**src/rtl/instruction_fetch_unit.sv**
```systemverilog
// -----------------------------------------------------------------------------
// instruction_fetch_unit
//
// Purpose
//   Front end of the instruction pipeline, feeding instruction_decoder. It owns
//   the program counter. It fetches each 32-bit instruction as four
//   little-endian bytes over an 8-bit memory port. It then holds the assembled
//   instruction together with its PC until the core accepts it. The next PC is
//   either the redirect target (taken branch/jump) or PC+4.
//
// Configuration
//   FETCH_ALIGNMENT_CHECK_EN (macro)
//     defined   : an accepted redirect to a non word-aligned target raises
//                 fetch_error_o and parks the unit in a terminal ERROR state
//                 (only reset leaves it).
//     undefined : the two low bits of the redirect target are forced to zero,
//                 fetch_error_o is tied low and there is no ERROR state.
//
// Parameters
//   RESET_ADDRESS        PC loaded on reset; must be 4-byte aligned.
//
// Ports
//   clock_i              system clock, rising edge
//   reset_i              asynchronous, active-high reset
//   memory_request_o     a byte fetch is requested at memory_address_o
//   memory_address_o     byte address = program_counter + byte index
//   memory_ready_i       memory_data_i carries a valid byte this cycle
//   memory_data_i        fetched byte
//   instruction_o        assembled instruction for the decoder
//   instruction_valid_o  instruction_o / program_counter_o hold a full fetch
//   instruction_accept_i core consumes the held instruction this cycle
//   redirect_i           taken branch/jump for the accepted instruction
//   redirect_address_i   target PC when redirect_i is set
//   program_counter_o    address of the held or in-flight instruction
//   fetch_error_o        misaligned redirect detected (macro build only)
// -----------------------------------------------------------------------------
module instruction_fetch_unit #(
  parameter logic [31:0] RESET_ADDRESS = 32'h0000_0000
) (
  input  logic        clock_i,
  input  logic        reset_i,
  output logic        memory_request_o,
  output logic [31:0] memory_address_o,
  input  logic        memory_ready_i,
  input  logic [7:0]  memory_data_i,
  output logic [31:0] instruction_o,
  output logic        instruction_valid_o,
  input  logic        instruction_accept_i,
  input  logic        redirect_i,
  input  logic [31:0] redirect_address_i,
  output logic [31:0] program_counter_o,
  output logic        fetch_error_o
);

`ifdef FETCH_ALIGNMENT_CHECK_EN
  typedef enum logic [1:0] {
    ST_START = 2'd0,
    ST_FETCH = 2'd1,
    ST_HOLD  = 2'd2,
    ST_ERROR = 2'd3
  } state_t;
`else
  typedef enum logic [1:0] {
    ST_START = 2'd0,
    ST_FETCH = 2'd1,
    ST_HOLD  = 2'd2
  } state_t;
`endif

  state_t      state_q, state_d;
  logic [31:0] pc_q, pc_d;
  logic [1:0]  byte_idx_q, byte_idx_d;
  logic [31:0] instr_q, instr_d;
  logic        valid_q, valid_d;
  logic [31:0] redirect_target;

`ifdef FETCH_ALIGNMENT_CHECK_EN
  logic        error_q, error_d;

  // The full target is kept so that a misaligned address is both detected and
  // reported on program_counter_o while in ERROR.
  assign redirect_target = redirect_address_i;
  assign fetch_error_o   = error_q;
`else
  // Without the check, the low bits are simply dropped so the PC always stays
  // word aligned.
  logic unused_redirect_lsbs;
  assign unused_redirect_lsbs = ^redirect_address_i[1:0];
  assign redirect_target      = {redirect_address_i[31:2], 2'b00};
  assign fetch_error_o        = 1'b0;
`endif

  // ---------------------------------------------------------------------------
  // State register
  // ---------------------------------------------------------------------------
  always_ff @(posedge clock_i or posedge reset_i) begin
    if (reset_i) begin
      state_q    <= ST_START;
      pc_q       <= RESET_ADDRESS;
      byte_idx_q <= 2'd0;
      instr_q    <= 32'h0000_0000;
      valid_q    <= 1'b0;
`ifdef FETCH_ALIGNMENT_CHECK_EN
      error_q    <= 1'b0;
`endif
    end else begin
      state_q    <= state_d;
      pc_q       <= pc_d;
      byte_idx_q <= byte_idx_d;
      instr_q    <= instr_d;
      valid_q    <= valid_d;
`ifdef FETCH_ALIGNMENT_CHECK_EN
      error_q    <= error_d;
`endif
    end
  end

  // ---------------------------------------------------------------------------
  // Next-state and output logic
  // ---------------------------------------------------------------------------
  always_comb begin
    state_d          = state_q;
    pc_d             = pc_q;
    byte_idx_d       = byte_idx_q;
    instr_d          = instr_q;
    valid_d          = valid_q;
    memory_request_o = 1'b0;
`ifdef FETCH_ALIGNMENT_CHECK_EN
    error_d          = error_q;
`endif

    case (state_q)
      // One idle cycle after reset before the first request goes out.
      ST_START: begin
        state_d = ST_FETCH;
      end

      ST_FETCH: begin
        memory_request_o = 1'b1;
        if (memory_ready_i) begin
          // Little-endian assembly: byte k lands in bits [8k+7:8k].
          instr_d[{byte_idx_q, 3'b000} +: 8] = memory_data_i;
          // The 2-bit index wraps back to 0 after the fourth byte.
          byte_idx_d = byte_idx_q + 2'd1;
          if (byte_idx_q == 2'd3) begin
            state_d = ST_HOLD;
            valid_d = 1'b1;
          end
        end
      end

      ST_HOLD: begin
        // redirect_i only matters on the accepting cycle.
        if (instruction_accept_i) begin
          valid_d = 1'b0;
          state_d = ST_FETCH;
          if (redirect_i) begin
            pc_d = redirect_target;
`ifdef FETCH_ALIGNMENT_CHECK_EN
            if (redirect_target[1:0] != 2'b00) begin
              state_d = ST_ERROR;
              error_d = 1'b1;
            end
`endif
          end else begin
            pc_d = pc_q + 32'd4;  // wraps modulo 2^32
          end
        end
      end

`ifdef FETCH_ALIGNMENT_CHECK_EN
      // Terminal: no requests, nothing valid, until reset.
      ST_ERROR: begin
        state_d = ST_ERROR;
      end
`endif

      default: begin
        state_d = ST_START;
      end
    endcase
  end

  assign memory_address_o    = pc_q + {30'd0, byte_idx_q};
  assign instruction_o       = instr_q;
  assign instruction_valid_o = valid_q;
  assign program_counter_o   = pc_q;

endmodule

```
**config.mk**
```make
export PLATFORM = sky130hd
export DESIGN_NAME = instruction_fetch_unit
export DESIGN_NICKNAME = d
export VERILOG_FILES = /design/src/rtl/instruction_fetch_unit.sv
export SDC_FILE = /design/constraint.sdc
export NUM_CORES = 1
export LEC_CHECK = 0
export CAP_MARGIN = 40
export CORE_MARGIN = 4
export CORE_UTILIZATION = 44
export DETAILED_ROUTE_END_ITERATION = 16
export PLACE_DENSITY = 0.78
export SLEW_MARGIN = 20
export SYNTH_ARGS = -nofsm -noshare
export SYNTH_HDL_FRONTEND = slang
export SYNTH_SLANG_ARGS = --single-unit
```
**constraint.sdc**
```tcl
create_clock -name clock_i -period 2.5 [get_ports clock_i]
set_input_delay 0.5 -clock clock_i [delete_from_list [all_inputs] [get_ports clock_i]]
set_output_delay 0.5 -clock clock_i [all_outputs]
set_load 0.05 [all_outputs]
```
==> metrics.txt, run 1 <==
# TYPE chip_impl_metric gauge
chip_impl_metric{name="postLayoutCoreUtil",unit="%"} 65.4
chip_impl_info{name="ctsRootBufferMaster",value="sky130_fd_sc_hd__clkbuf_8"} 1
chip_impl_metric{name="post_drt_via_cell_ratio",unit=""} 5.60
chip_impl_info{name="cpMaxStageDelayCell",value="sky130_fd_sc_hd__clkdlybuf4s50_1"} 1
chip_impl_metric{name="ctsHtreeMaxLevel",unit=""} 3
chip_impl_metric{name="synth_top_area_share",unit="%"} 45.1
chip_impl_metric{name="vdd_drop_max",unit="uV"} 928
chip_impl_metric{name="wl_met3",unit="mm"} 1.07
chip_impl_metric{name="layout-area-overhead-vs-synth",unit="%"} 44.3
chip_impl_metric{name="cts_resized",unit=""} 0
chip_impl_info{name="critical_path.reg2reg.endpoint",value="program_counter_o[27]"} 1
chip_impl_metric{name="routed-wl-met2",unit="mm"} 5.32
chip_impl_metric{name="yosysWarnings",unit=""} 0
chip_impl_metric{name="via_count_of_the_first_global_routing_pass",unit=""} 3586
chip_impl_info{name="regToRegStartpoint",value="program_counter_o[4]"} 1
chip_impl_metric{name="grt_start_max_net_pins",unit=""} 68
chip_impl_metric{name="cell_area_after_technology_mapping",unit="mm^2"} 0.00372
chip_impl_info{name="worstPathCellList",value="clkdlybuf4s50_1"} 1
chip_impl_info{name="critical_path.endpoint_type",value="primary output"} 1
chip_impl_info{name="hold_path_startpoint",value="instruction_o[9]"} 1
chip_impl_metric{name="synth.distinct_cells",unit=""} 53
chip_impl_metric{name="post_dp_cell_area",unit="mm^2"} 0.00515
chip_impl_metric{name="max_clock_freq",unit="GHz"} 0.434
chip_impl_metric{name="grt_first_pass_wirelength",unit="mm"} 17.6
chip_impl_metric{name="detail_route.wirelength.met1",unit="mm"} 4.37
chip_impl_metric{name="slew_viol_final",unit=""} 0
chip_impl_metric{name="tns",unit="ns"} 0
chip_impl_metric{name="die_height",unit="um"} 100
chip_impl_metric{name="final_net_count",unit=""} 600
chip_impl_metric{name="tritoncts.num_buffers",unit=""} 9
chip_impl_metric{name="power.density",unit="mW/mm^2"} 1260
chip_impl_metric{name="antenna_found_initial",unit=""} 0
chip_impl_metric{name="wire_per_inst",unit="um"} 16.6
chip_impl_metric{name="clock_latency",unit="ns"} 0.34
chip_impl_metric{name="worst_clock_skew",unit="ns"} 0.0113
chip_impl_metric{name="max_slew_margin",unit="%"} 62.2
chip_impl_metric{name="initial_standard_cell_utilization_of_the_core",unit="%"} 45.3
chip_impl_metric{name="syn_inst",unit=""} 440
chip_impl_metric{name="multi_input_comb_area",unit="mm^2"} 0.00179
chip_impl_metric{name="drc_errors",unit=""} 0
chip_impl_info{name="grt_setup_unrepaired",value="no"} 1
chip_impl_info{name="post-synth-top-count-cell",value="sky130_fd_sc_hd__nand2_1"} 1
chip_impl_metric{name="final_min_period_over_clock_period",unit="%"} 92.2
chip_impl_metric{name="synth_edf_count",unit=""} 0
chip_impl_metric{name="groute.usage.overall",unit="%"} 22.0
chip_impl_metric{name="cts.sink_count",unit=""} 67
chip_impl_metric{name="cts-root-to-sink-buffers",unit=""} 2
chip_impl_metric{name="cp_buf_inv_count",unit=""} 1
chip_impl_info{name="yosys_most_used_dff",value="sky130_fd_sc_hd__dfrtp_1"} 1
chip_impl_metric{name="fraction_of_final_layout_cells_with_drive_strength_greater_than_1",unit="%"} 7.59
chip_impl_metric{name="critical_path_arrival",unit="ns"} 1.81
chip_impl_metric{name="r2r.worst_path.cells",unit=""} 5
chip_impl_metric{name="post_cts_hold_buffer_count",unit=""} 0
chip_impl_info{name="tritoncts_clock_tree",value="yes"} 1
chip_impl_metric{name="async_flop_share",unit="%"} 100
chip_impl_metric{name="holdPathStages",unit=""} 2
chip_impl_info{name="min-delay-path-class",value="flip-flop to flip-flop"} 1
chip_impl_metric{name="post-dp-hpwl",unit="mm"} 7.93
chip_impl_metric{name="setup_fix_buffers_added_after_clock_tree_synthesis",unit=""} 0
chip_impl_metric{name="period_needed",unit="ns"} 2.31
chip_impl_metric{name="drt_pre_antenna_iters",unit=""} 5
chip_impl_metric{name="chipWidth",unit="um"} 100
chip_impl_metric{name="die-area",unit="mm^2"} 0.00999
chip_impl_metric{name="path_max_fanout",unit=""} 10
chip_impl_metric{name="io-pin-count",unit=""} 144
chip_impl_info{name="synth_top_cell_by_area",value="sky130_fd_sc_hd__dfrtp_1"} 1
chip_impl_metric{name="antenna_cells_inserted",unit=""} 0
chip_impl_metric{name="std_cell_rows",unit=""} 33
chip_impl_info{name="crit_type",value="flip-flop to primary output"} 1
chip_impl_info{name="cell_family_with_most_cp_delay",value="buffers and inverters"} 1
chip_impl_metric{name="postLayoutCellArea",unit="mm^2"} 0.00537
chip_impl_metric{name="rrSetupSlack",unit="ns"} 0.52
chip_impl_metric{name="synth_seq_cells",unit=""} 67
chip_impl_metric{name="timing.max_cap.violations",unit=""} 0
chip_impl_metric{name="cts.clk_slew.worst_paths",unit="ns"} 0.08
chip_impl_info{name="synth_commonest_cells",value="sky130_fd_sc_hd__nand2_1, sky130_fd_sc_hd__dfrtp_1, sky130_fd_sc_hd__o21ai_0"} 1
chip_impl_metric{name="ff_latch_area",unit="mm^2"} 0.00168
chip_impl_info{name="startpoint_type",value="flip-flop"} 1
chip_impl_metric{name="core_region_area",unit="mm^2"} 0.00822
chip_impl_metric{name="timing_hold_violations_final",unit=""} 0
chip_impl_metric{name="critPathRequiredTime",unit="ns"} 2.00
chip_impl_metric{name="buffer_ports.inserted",unit=""} 138
chip_impl_metric{name="drt_iter0_drc",unit=""} 207
chip_impl_metric{name="routabilityCongestion",unit=""} 0.907
chip_impl_metric{name="via_count",unit=""} 3686
chip_impl_info{name="status",value="finished clean"} 1
chip_impl_metric{name="antenna_violating_nets_post_route",unit=""} 0
chip_impl_metric{name="tightestPinTransition",unit="ns"} 0.566
chip_impl_metric{name="final_setup_violation_count",unit=""} 0
chip_impl_metric{name="grt_overflow_total",unit=""} 0
chip_impl_info{name="hold_path_end",value="instruction_o[9]"} 1
chip_impl_info{name="top_signal_layer_used",value="met4"} 1
chip_impl_metric{name="syn_area_per_cell",unit="um^2"} 8.46
chip_impl_metric{name="n_fill_cell",unit=""} 685
chip_impl_metric{name="cp_slowest_stage_delay",unit="ns"} 0.89
chip_impl_metric{name="power",unit="mW"} 6.74
chip_impl_metric{name="power_leakage",unit="nW"} 2.16
chip_impl_metric{name="routed_wirelength",unit="mm"} 11.0
chip_impl_metric{name="synth_seq_area_share",unit="%"} 45.1
chip_impl_info{name="yosys-top-cells-area",value="sky130_fd_sc_hd__dfrtp_1, sky130_fd_sc_hd__nand2_1, sky130_fd_sc_hd__o21ai_0"} 1
sequential cells by signal (all words and copies together) (netlist names):
signal and flops:
program_counter_o 30, instruction_valid_o 1, instruction_o 32, state_q 2, byte_idx_q 2
power by group:
group | leakage [nW] | internal, mW | total, mW | switching (mW)
sequential | 0.897 | 1.43 | 1.90 | 0.471
clock | 0.106 | 0.564 | 1.01 | 0.443
combinational | 1.16 | 1.25 | 3.84 | 2.59
total | 2.16 | 3.24 | 6.74 | 3.50
area by class of cell:
type | instances | share of cell area (%)
multi-input combinational | 313 | 33.4
inverter | 6 | 0.419
clock buffer | 10 | 2.38
sequential | 67 | 31.2
tap | 105 | 2.45
timing repair buffer | 151 | 28.5
clock inverter | 6 | 1.68
worst reg2reg max path, stage by stage (launching register included):
cell	delay, ns
sky130_fd_sc_hd__dfrtp_1	0.57
sky130_fd_sc_hd__nand3_2	0.29
sky130_fd_sc_hd__nor4_4	0.51
sky130_fd_sc_hd__nand4_1	0.19
sky130_fd_sc_hd__a21oi_1	0.18
sky130_fd_sc_hd__a2bb2oi_1	0.16
kinds of logic (layout without fill, tap and decap cells):
family                   count (synthesis)  in the layout  share of synthesized area (%)
AO/OA/AOI/OAI                          119            119                           19.1
multiplexers                             4              4                           1.08
adder cells (fa/ha/maj)                  7              7                           2.35
buffers and inverters                   62            173                           6.96
XOR/XNOR                                 1              1                          0.235
other                                    1              3                          0.101
flip-flops                              67             67                           45.1
AND/OR/NAND/NOR                        179            179                           25.1
how the worst max path moves through the flow:
stage / slack (ns) / cells after the start / to / from
final: 0.19 / 1 / memory_address_o[4] / program_counter_o[4]
after global routing: 0.11 / 1 / memory_address_o[4] / program_counter_o[4]
after CTS: 0.17 / 1 / memory_address_o[4] / program_counter_o[4]
after detailed placement: 0.29 / 6 / program_counter_o[31] / instruction_accept_i
after global placement: 0.30 / 6 / program_counter_o[31] / instruction_accept_i
after floorplan: 0.32 / 1 / byte_idx_q[0] / reset_i
per-stage QoR:
step | hold slack, ns | setup WS, ns | std cells
after floorplan | 0.490 | 0.317 | 442
after global placement | 0.461 | 0.304 | 642
after detailed placement | 0.470 | 0.290 | 642
after CTS | 0.489 | 0.168 | 658
after global routing | 0.512 | 0.111 | 658
final | 0.482 | 0.194 | 658
layer usage:
layer | vias up | global-route usage, %
li1 | 1747 | -
met5 | - | 0
met3 | 14 | 6.25
met4 | 0 | 7.98
met1 | 1751 | 27.2
met2 | 174 | 36.7
cell usage in the layout, fill, tap and decap left out, types with 4 or more instances in the layout:
cell type	Yosys	routed
sky130_fd_sc_hd__a21oi_1	23	23
sky130_fd_sc_hd__a2bb2oi_1	4	4
sky130_fd_sc_hd__a311oi_1	7	7
sky130_fd_sc_hd__a31oi_1	4	4
sky130_fd_sc_hd__and3_1	6	6
sky130_fd_sc_hd__buf_12	0	4
sky130_fd_sc_hd__buf_4	4	9
sky130_fd_sc_hd__clkbuf_8	0	9
sky130_fd_sc_hd__clkdlybuf4s50_1	0	138
sky130_fd_sc_hd__dfrtp_1	67	67
sky130_fd_sc_hd__ha_1	7	7
sky130_fd_sc_hd__inv_1	5	4
sky130_fd_sc_hd__mux2i_1	4	4
sky130_fd_sc_hd__nand2_1	93	93
sky130_fd_sc_hd__nand3_1	6	6
sky130_fd_sc_hd__nand4_1	8	8
sky130_fd_sc_hd__nor2_1	18	18
sky130_fd_sc_hd__nor3_1	13	13
sky130_fd_sc_hd__nor3b_1	5	5
sky130_fd_sc_hd__nor4_1	4	4
sky130_fd_sc_hd__o21ai_0	57	57
sky130_fd_sc_hd__o22ai_1	4	4
sky130_fd_sc_hd__or3_1	5	5
Note: power is estimated with default switching activity, not from simulation.
==> run 2: changes to the inputs <==
PLACE_DENSITY = 0.86   (was 0.78)
==> run 2 against run 1 <==
  * Non-clock buffer count unchanged
  * Sequential cell count unchanged
  * Total power decreased by 1.0%
  * Critical endpoint is now memory_address_o[5]
  * Largest power group unchanged
==> metrics.txt, run 2 (synthesis gave the netlist of run 1 again) <==
# TYPE chip_impl_metric gauge
chip_impl_metric{name="power_leakage",unit="nW"} 2.14
chip_impl_metric{name="largest_reg_flops",unit=""} 32
chip_impl_metric{name="grt_start_max_net_pins",unit=""} 68
chip_impl_info{name="final_common_cell",value="sky130_fd_sc_hd__clkdlybuf4s50_1"} 1
chip_impl_metric{name="antenna_cells_inserted",unit=""} 0
chip_impl_metric{name="tightestPinTransition",unit="ns"} 0.548
chip_impl_metric{name="final_min_period_over_clock_period",unit="%"} 91.0
chip_impl_metric{name="grt_use_met3",unit="%"} 6.74
chip_impl_info{name="startpoint_type",value="flip-flop"} 1
chip_impl_metric{name="tns",unit="ns"} 0
chip_impl_metric{name="grtUsageMet2",unit="%"} 39.3
chip_impl_metric{name="cts.sink_count",unit=""} 67
chip_impl_metric{name="rrSetupSlack",unit="ns"} 0.49
chip_impl_metric{name="drt_pre_antenna_iters",unit=""} 4
chip_impl_metric{name="buffer_ports.inserted",unit=""} 138
chip_impl_info{name="crit_start",value="program_counter_o[5]"} 1
chip_impl_metric{name="cts-root-to-sink-buffers",unit=""} 2
chip_impl_metric{name="post_cts_hold_buffer_count",unit=""} 0
chip_impl_metric{name="post-dp-hpwl",unit="mm"} 8.16
chip_impl_info{name="most-common-layout-cells",value="sky130_fd_sc_hd__clkdlybuf4s50_1, sky130_fd_sc_hd__nand2_1, sky130_fd_sc_hd__dfrtp_1"} 1
chip_impl_metric{name="via_count",unit=""} 3760
chip_impl_metric{name="r2r.worst_path.cells",unit=""} 5
chip_impl_metric{name="wire_per_inst",unit="um"} 17.1
chip_impl_metric{name="placement.setup.worst_slack",unit="ns"} 0.273
chip_impl_metric{name="timing.hold.ws",unit="ns"} 0.483
chip_impl_metric{name="grt_overflow_total",unit=""} 0
chip_impl_metric{name="final_setup_violation_count",unit=""} 0
chip_impl_info{name="gr_peak_layer",value="met2"} 1
chip_impl_metric{name="slew_viol_final",unit=""} 0
chip_impl_metric{name="tritoncts.num_buffers",unit=""} 9
chip_impl_metric{name="timing_hold_violations_final",unit=""} 0
chip_impl_metric{name="chipWidth",unit="um"} 100
chip_impl_metric{name="clock_latency",unit="ns"} 0.34
chip_impl_metric{name="cts_resized",unit=""} 0
chip_impl_metric{name="power.density",unit="mW/mm^2"} 1260
chip_impl_metric{name="antenna_violating_nets_post_route",unit=""} 0
chip_impl_info{name="critical_path.endpoint_type",value="primary output"} 1
chip_impl_metric{name="timing.max_cap.violations",unit=""} 0
chip_impl_metric{name="antenna_found_initial",unit=""} 0
chip_impl_metric{name="ff_latch_area",unit="mm^2"} 0.00168
chip_impl_metric{name="die-area",unit="mm^2"} 0.00999
chip_impl_metric{name="groute.usage.overall",unit="%"} 22.7
chip_impl_info{name="status",value="finished clean"} 1
chip_impl_metric{name="setup_fix_buffers_added_after_clock_tree_synthesis",unit=""} 0
chip_impl_metric{name="max_clock_freq",unit="GHz"} 0.440
chip_impl_metric{name="std_cell_rows",unit=""} 33
chip_impl_metric{name="core_region_area",unit="mm^2"} 0.00822
chip_impl_metric{name="layout-area-overhead-vs-synth",unit="%"} 42.8
chip_impl_metric{name="fraction_of_final_layout_cells_with_drive_strength_greater_than_1",unit="%"} 7.78
chip_impl_metric{name="initial_standard_cell_utilization_of_the_core",unit="%"} 45.3
chip_impl_metric{name="routabilityCongestion",unit=""} 0.834
chip_impl_metric{name="final_net_count",unit=""} 600
chip_impl_info{name="critical_path.reg2reg.endpoint",value="program_counter_o[27]"} 1
chip_impl_info{name="ctsRootBufferMaster",value="sky130_fd_sc_hd__clkbuf_8"} 1
chip_impl_info{name="min-delay-path-class",value="flip-flop to flip-flop"} 1
chip_impl_metric{name="routed_wirelength",unit="mm"} 11.2
chip_impl_metric{name="critical_path_arrival",unit="ns"} 1.77
chip_impl_metric{name="use_met1",unit="%"} 26.0
chip_impl_metric{name="post_drt_via_cell_ratio",unit=""} 5.71
chip_impl_metric{name="drt_iter0_drc",unit=""} 110
chip_impl_metric{name="post_dp_cell_area",unit="mm^2"} 0.00511
chip_impl_metric{name="path_depth",unit=""} 1
chip_impl_metric{name="io-pin-count",unit=""} 144
chip_impl_info{name="grt_setup_unrepaired",value="no"} 1
chip_impl_metric{name="multi_input_comb_area",unit="mm^2"} 0.00179
chip_impl_metric{name="cp_buf_inv_count",unit=""} 1
chip_impl_metric{name="vdd_drop_max",unit="uV"} 844
chip_impl_metric{name="max_slew_margin",unit="%"} 63.3
chip_impl_info{name="regToRegStartpoint",value="program_counter_o[4]"} 1
chip_impl_metric{name="grt_first_pass_wirelength",unit="mm"} 18.2
chip_impl_metric{name="via_count_of_the_first_global_routing_pass",unit=""} 3741
chip_impl_metric{name="period_needed",unit="ns"} 2.27
chip_impl_metric{name="path_max_fanout",unit=""} 10
chip_impl_info{name="cell_family_with_most_cp_delay",value="buffers and inverters"} 1
chip_impl_info{name="worstPathCellList",value="clkdlybuf4s50_1"} 1
chip_impl_metric{name="cp_slowest_stage_delay",unit="ns"} 0.88
chip_impl_info{name="crit_type",value="flip-flop to primary output"} 1
chip_impl_metric{name="ctsHtreeMaxLevel",unit=""} 3
chip_impl_info{name="hold_path_startpoint",value="instruction_o[20]"} 1
chip_impl_metric{name="postLayoutCellArea",unit="mm^2"} 0.00531
chip_impl_metric{name="die_height",unit="um"} 100
chip_impl_metric{name="n_fill_cell",unit=""} 688
chip_impl_info{name="cpMaxStageDelayCell",value="sky130_fd_sc_hd__clkdlybuf4s50_1"} 1
chip_impl_metric{name="cts.clk_slew.worst_paths",unit="ns"} 0.08
chip_impl_metric{name="holdPathStages",unit=""} 2
chip_impl_metric{name="critPathRequiredTime",unit="ns"} 2.00
chip_impl_metric{name="worst_clock_skew",unit="ns"} 0.0128
chip_impl_info{name="hold_path_end",value="instruction_o[20]"} 1
chip_impl_info{name="tritoncts_clock_tree",value="yes"} 1
chip_impl_metric{name="setup_slack",unit="ns"} 0.226
chip_impl_metric{name="drc_errors",unit=""} 0
[run 2: routing by layer]
metal	share of wire, %	vias to the layer above
met5	0	-
met4	2.3	0
met3	12	26
met2	49	206
met1	37	1776
li1	-	1752
[run 2: worst max-delay path by stage]
stage,end,slack (ns)
after floorplan,byte_idx_q[0],0.32
after global placement,program_counter_o[5],0.35
after CTS,program_counter_o[4],0.20
after detailed placement,program_counter_o[19],0.27
after global routing,memory_address_o[4],0.16
final,memory_address_o[5],0.23
[run 2: report_power, final]
group          switching (mW)  total (mW)  internal [mW]
clock network           0.453       0.921          0.468
logic                    2.61        3.86           1.25
registers               0.469        1.89           1.42
total                    3.53        6.67           3.14
[run 2: stage by stage]
stage / util, % / instances / power, mW
6_report: 64.7 / 658 / 6.67
5_1_grt: 64.7 / 658 / 6.99
4_1_cts: 64.7 / 658 / 6.71
3_5_place_dp: 62.3 / 642 / 5.77
3_3_place_gp: 62.3 / 642 / 5.67
2_1_floorplan: - / 442 / 4.42
[run 2: layout make-up]
cell class	instances	share of cell area (%)
flip-flops and latches	67	31.6
inverters	6	0.424
clock inverters	7	1.41
repair buffers	151	28.1
clock buffers	9	2.33
well taps	105	2.47
multi-input cells	313	33.7
==> run 3: changes to the inputs <==
ABC_AREA = 1   (was not set)
CORE_MARGIN = 2   (was 4)
CORE_UTILIZATION = 46   (was 44)
PLACE_DENSITY = 0.87   (was 0.86)
==> run 3 against run 2 <==
  * Sequential power is 12% higher
  * Area after synthesis is 12% higher
  * First-iteration DRC count is 120% higher
  * Critical path type unchanged
  * Largest power group unchanged
==> metrics.txt, run 3 <==
# TYPE chip_impl_metric gauge
chip_impl_metric{name="io-pin-count",unit=""} 144
chip_impl_metric{name="layout-area-overhead-vs-synth",unit="%"} 37.7
chip_impl_info{name="worstPathCellList",value="inv_1 -> nand2_1 -> inv_1 -> clkdlybuf4s50_1"} 1
chip_impl_metric{name="tns",unit="ns"} 0
chip_impl_metric{name="critical_path_arrival",unit="ns"} 1.81
chip_impl_metric{name="slew_viol_final",unit=""} 0
chip_impl_metric{name="std_cell_rows",unit=""} 34
chip_impl_metric{name="via_count_of_the_first_global_routing_pass",unit=""} 4213
chip_impl_metric{name="drc_errors",unit=""} 0
chip_impl_metric{name="antenna_violating_nets_post_route",unit=""} 0
chip_impl_metric{name="antenna_cells_inserted",unit=""} 0
chip_impl_metric{name="clock_latency",unit="ns"} 0.35
chip_impl_metric{name="core_region_area",unit="mm^2"} 0.00876
chip_impl_metric{name="timing_hold_violations_final",unit=""} 0
chip_impl_metric{name="period_needed",unit="ns"} 2.31
chip_impl_info{name="regToRegStartpoint",value="byte_idx_q[0]"} 1
chip_impl_metric{name="postLayoutCoreUtil",unit="%"} 65.5
chip_impl_metric{name="power",unit="mW"} 8.20
chip_impl_info{name="ctsRootBufferMaster",value="sky130_fd_sc_hd__clkbuf_8"} 1
chip_impl_metric{name="grt_overflow_total",unit=""} 0
chip_impl_metric{name="cell_area_after_technology_mapping",unit="mm^2"} 0.00417
chip_impl_metric{name="die-area",unit="mm^2"} 0.00984
chip_impl_metric{name="post_cts_hold_buffer_count",unit=""} 0
chip_impl_metric{name="groute.usage.overall",unit="%"} 24.9
chip_impl_metric{name="tritoncts.num_buffers",unit=""} 9
chip_impl_metric{name="grt_start_max_net_pins",unit=""} 45
chip_impl_metric{name="synth_seq_area_share",unit="%"} 40.2
chip_impl_metric{name="syn_area_per_cell",unit="um^2"} 6.97
chip_impl_info{name="yosys_most_used_dff",value="sky130_fd_sc_hd__dfrtp_1"} 1
chip_impl_metric{name="largest_reg_flops",unit=""} 32
chip_impl_metric{name="synth_seq_cells",unit=""} 67
chip_impl_metric{name="max_clock_freq",unit="GHz"} 0.433
chip_impl_metric{name="chipWidth",unit="um"} 99.2
chip_impl_metric{name="r2r.worst_path.cells",unit=""} 6
chip_impl_info{name="status",value="finished clean"} 1
chip_impl_metric{name="number_of_standard_cells_in_the_layout_taps_in_and_fillers_out",unit=""} 816
chip_impl_metric{name="power.density",unit="mW/mm^2"} 1430
chip_impl_info{name="critical_path.endpoint_type",value="primary output"} 1
chip_impl_metric{name="final_net_count",unit=""} 755
chip_impl_metric{name="worst_clock_skew",unit="ns"} 0.0111
chip_impl_metric{name="vdd_drop_max",unit="uV"} 999
chip_impl_metric{name="drt_pre_antenna_iters",unit=""} 7
chip_impl_metric{name="final_min_period_over_clock_period",unit="%"} 92.3
chip_impl_metric{name="total_placed_cells_including_tap_cells",unit=""} 799
chip_impl_info{name="worst_path_most_repeated_cell",value="sky130_fd_sc_hd__inv_1"} 1
chip_impl_metric{name="drt_iter0_drc",unit=""} 237
chip_impl_metric{name="critPathRequiredTime",unit="ns"} 2.00
chip_impl_metric{name="die_height",unit="um"} 99.2
chip_impl_metric{name="final_setup_violation_count",unit=""} 0
chip_impl_info{name="critical_path.reg2reg.endpoint",value="instruction_o[19]"} 1
chip_impl_metric{name="initial_standard_cell_utilization_of_the_core",unit="%"} 47.6
chip_impl_metric{name="post_dp_cell_area",unit="mm^2"} 0.00553
chip_impl_metric{name="yosysWarnings",unit=""} 0
chip_impl_info{name="startpoint_type",value="flip-flop"} 1
chip_impl_metric{name="rrSetupSlack",unit="ns"} 0.23
chip_impl_info{name="yosys-top-cells-area",value="sky130_fd_sc_hd__dfrtp_1, sky130_fd_sc_hd__nand2_1, sky130_fd_sc_hd__o21ai_0"} 1
chip_impl_metric{name="routed_wirelength",unit="mm"} 11.8
chip_impl_metric{name="antenna_found_initial",unit=""} 0
chip_impl_metric{name="ctsHtreeMaxLevel",unit=""} 3
chip_impl_metric{name="tightestPinTransition",unit="ns"} 0.548
chip_impl_metric{name="grt_first_pass_wirelength",unit="mm"} 19.9
chip_impl_info{name="most-common-layout-cells",value="sky130_fd_sc_hd__nand2_1, sky130_fd_sc_hd__clkdlybuf4s50_1, sky130_fd_sc_hd__dfrtp_1"} 1
chip_impl_info{name="synth_commonest_cells",value="sky130_fd_sc_hd__nand2_1, sky130_fd_sc_hd__dfrtp_1, sky130_fd_sc_hd__nor2_1"} 1
chip_impl_metric{name="cts.clk_slew.worst_paths",unit="ns"} 0.08
chip_impl_info{name="min-delay-path-class",value="primary input to asynchronous set/reset pin"} 1
chip_impl_metric{name="power_leakage",unit="nW"} 2.65
chip_impl_info{name="post-synth-top-count-cell",value="sky130_fd_sc_hd__nand2_1"} 1
chip_impl_info{name="setup.worst_path.end",value="memory_request_o"} 1
chip_impl_metric{name="via_count",unit=""} 4340
chip_impl_metric{name="postLayoutCellArea",unit="mm^2"} 0.00574
chip_impl_metric{name="synth_edf_count",unit=""} 0
chip_impl_metric{name="synth.distinct_cells",unit=""} 31
chip_impl_metric{name="n_fill_cell",unit=""} 745
chip_impl_metric{name="max_slew_margin",unit="%"} 63.3
chip_impl_metric{name="timing.max_cap.violations",unit=""} 0
chip_impl_info{name="final_common_cell",value="sky130_fd_sc_hd__nand2_1"} 1
chip_impl_metric{name="setup_fix_buffers_added_after_clock_tree_synthesis",unit=""} 0
chip_impl_metric{name="wire_per_inst",unit="um"} 14.5
chip_impl_metric{name="cts.sink_count",unit=""} 67
chip_impl_metric{name="async_flop_share",unit="%"} 100
chip_impl_metric{name="routabilityCongestion",unit=""} 0.883
chip_impl_metric{name="post_drt_via_cell_ratio",unit=""} 5.32
chip_impl_info{name="crit_start",value="state_q[1]"} 1
chip_impl_info{name="tritoncts_clock_tree",value="yes"} 1
chip_impl_metric{name="path_max_fanout",unit=""} 2
chip_impl_metric{name="cp_slowest_stage_delay",unit="ns"} 0.80
chip_impl_metric{name="buffer_ports.inserted",unit=""} 138
chip_impl_info{name="synth_top_cell_by_area",value="sky130_fd_sc_hd__dfrtp_1"} 1
chip_impl_metric{name="syn_inst",unit=""} 598
chip_impl_metric{name="cts-root-to-sink-buffers",unit=""} 2
chip_impl_info{name="cpMaxStageDelayCell",value="sky130_fd_sc_hd__clkdlybuf4s50_1"} 1
chip_impl_metric{name="post-dp-hpwl",unit="mm"} 8.74
chip_impl_metric{name="fraction_of_final_layout_cells_with_drive_strength_greater_than_1",unit="%"} 7.49
chip_impl_info{name="grt_setup_unrepaired",value="no"} 1
chip_impl_info{name="crit_type",value="flip-flop to primary output"} 1
chip_impl_metric{name="synth_top_area_share",unit="%"} 40.2
-- run 3: changes by cell type after synthesis, sizes merged, moves of 7 or more --
cell    delta
nand2     +85
nor2      +62
inv       +54
nand3     +41
o31ai     +11
clkbuf     -9
nor3       -8
nor4       -8
a311oi     -7
-- run 3: how the worst min path moves through the flow --
stage,startpoint,end,cells after the start
after floorplan,state_q[0],state_q[0],1
after global placement,instruction_o[28],instruction_o[28],2
after detailed placement,instruction_valid_o,instruction_valid_o,2
after CTS,instruction_valid_o,instruction_valid_o,2
after global routing,reset_i,program_counter_o[20],2
final,reset_i,program_counter_o[20],2
-- run 3: report_power, final --
part | total [mW] | internal (mW) | switching (mW)
registers | 2.11 | 1.53 | 0.575
clock network | 0.865 | 0.418 | 0.447
logic | 5.23 | 1.57 | 3.66
total | 8.20 | 3.52 | 4.68
-- run 3: final cells by class --
cell class	count	area, um^2	share of cell area (%)
multi-input combinational	421	2040	35.5
clock inverter	5	36.3	0.632
timing repair buffer	144	1480	25.8
tap	108	135	2.35
clock buffer	11	151	2.64
sequential	67	1680	29.2
inverter	60	225	3.92
-- run 3: timing repair --
item	4_1_cts	5_1_grt
endpoints found under the setup margin	0	1
endpoints found under the hold margin	0	0
resized for setup	0	1
-- run 3: per-stage QoR --
step / setup WS, ns / hold WS, ns
finish: 0.193 / 0.402
detailed placement: 0.318 / 0.471
global placement: 0.401 / 0.467
global route: 0.0201 / 0.433
CTS: 0.0584 / 0.489
floorplan: 0.317 / 0.485
-- run 3: worst max-delay path: cells and delay by family, from the launching register on --
kind | cells | cell delay [ns]
buf+inv | 3 | 0.97
flops | 1 | 0.39
simple gates | 1 | 0.10
-- run 3: cells by family after synthesis --
logic type | Yosys count | synth area share (%)
and+or+nand+nor | 322 | 34.4
buffers and inverters | 112 | 11.1
AOI/OAI and AO/OA | 88 | 11.9
DFF | 67 | 40.2
adders and majority gates | 7 | 2.10
xor gates and xnor gates | 1 | 0.210
other | 1 | 0.0899
-- run 3: layer usage --
| layer | wire length (um) | vias to the layer above | global-route usage (%) |
|---|---|---|---|
| met5 | 0 | - | 0 |
| met4 | 284 | 0 | 8.96 |
| met3 | 1120 | 29 | 6.61 |
| met2 | 5940 | 206 | 42.7 |
| met1 | 4450 | 2011 | 30.3 |
| li1 | - | 2094 | - |
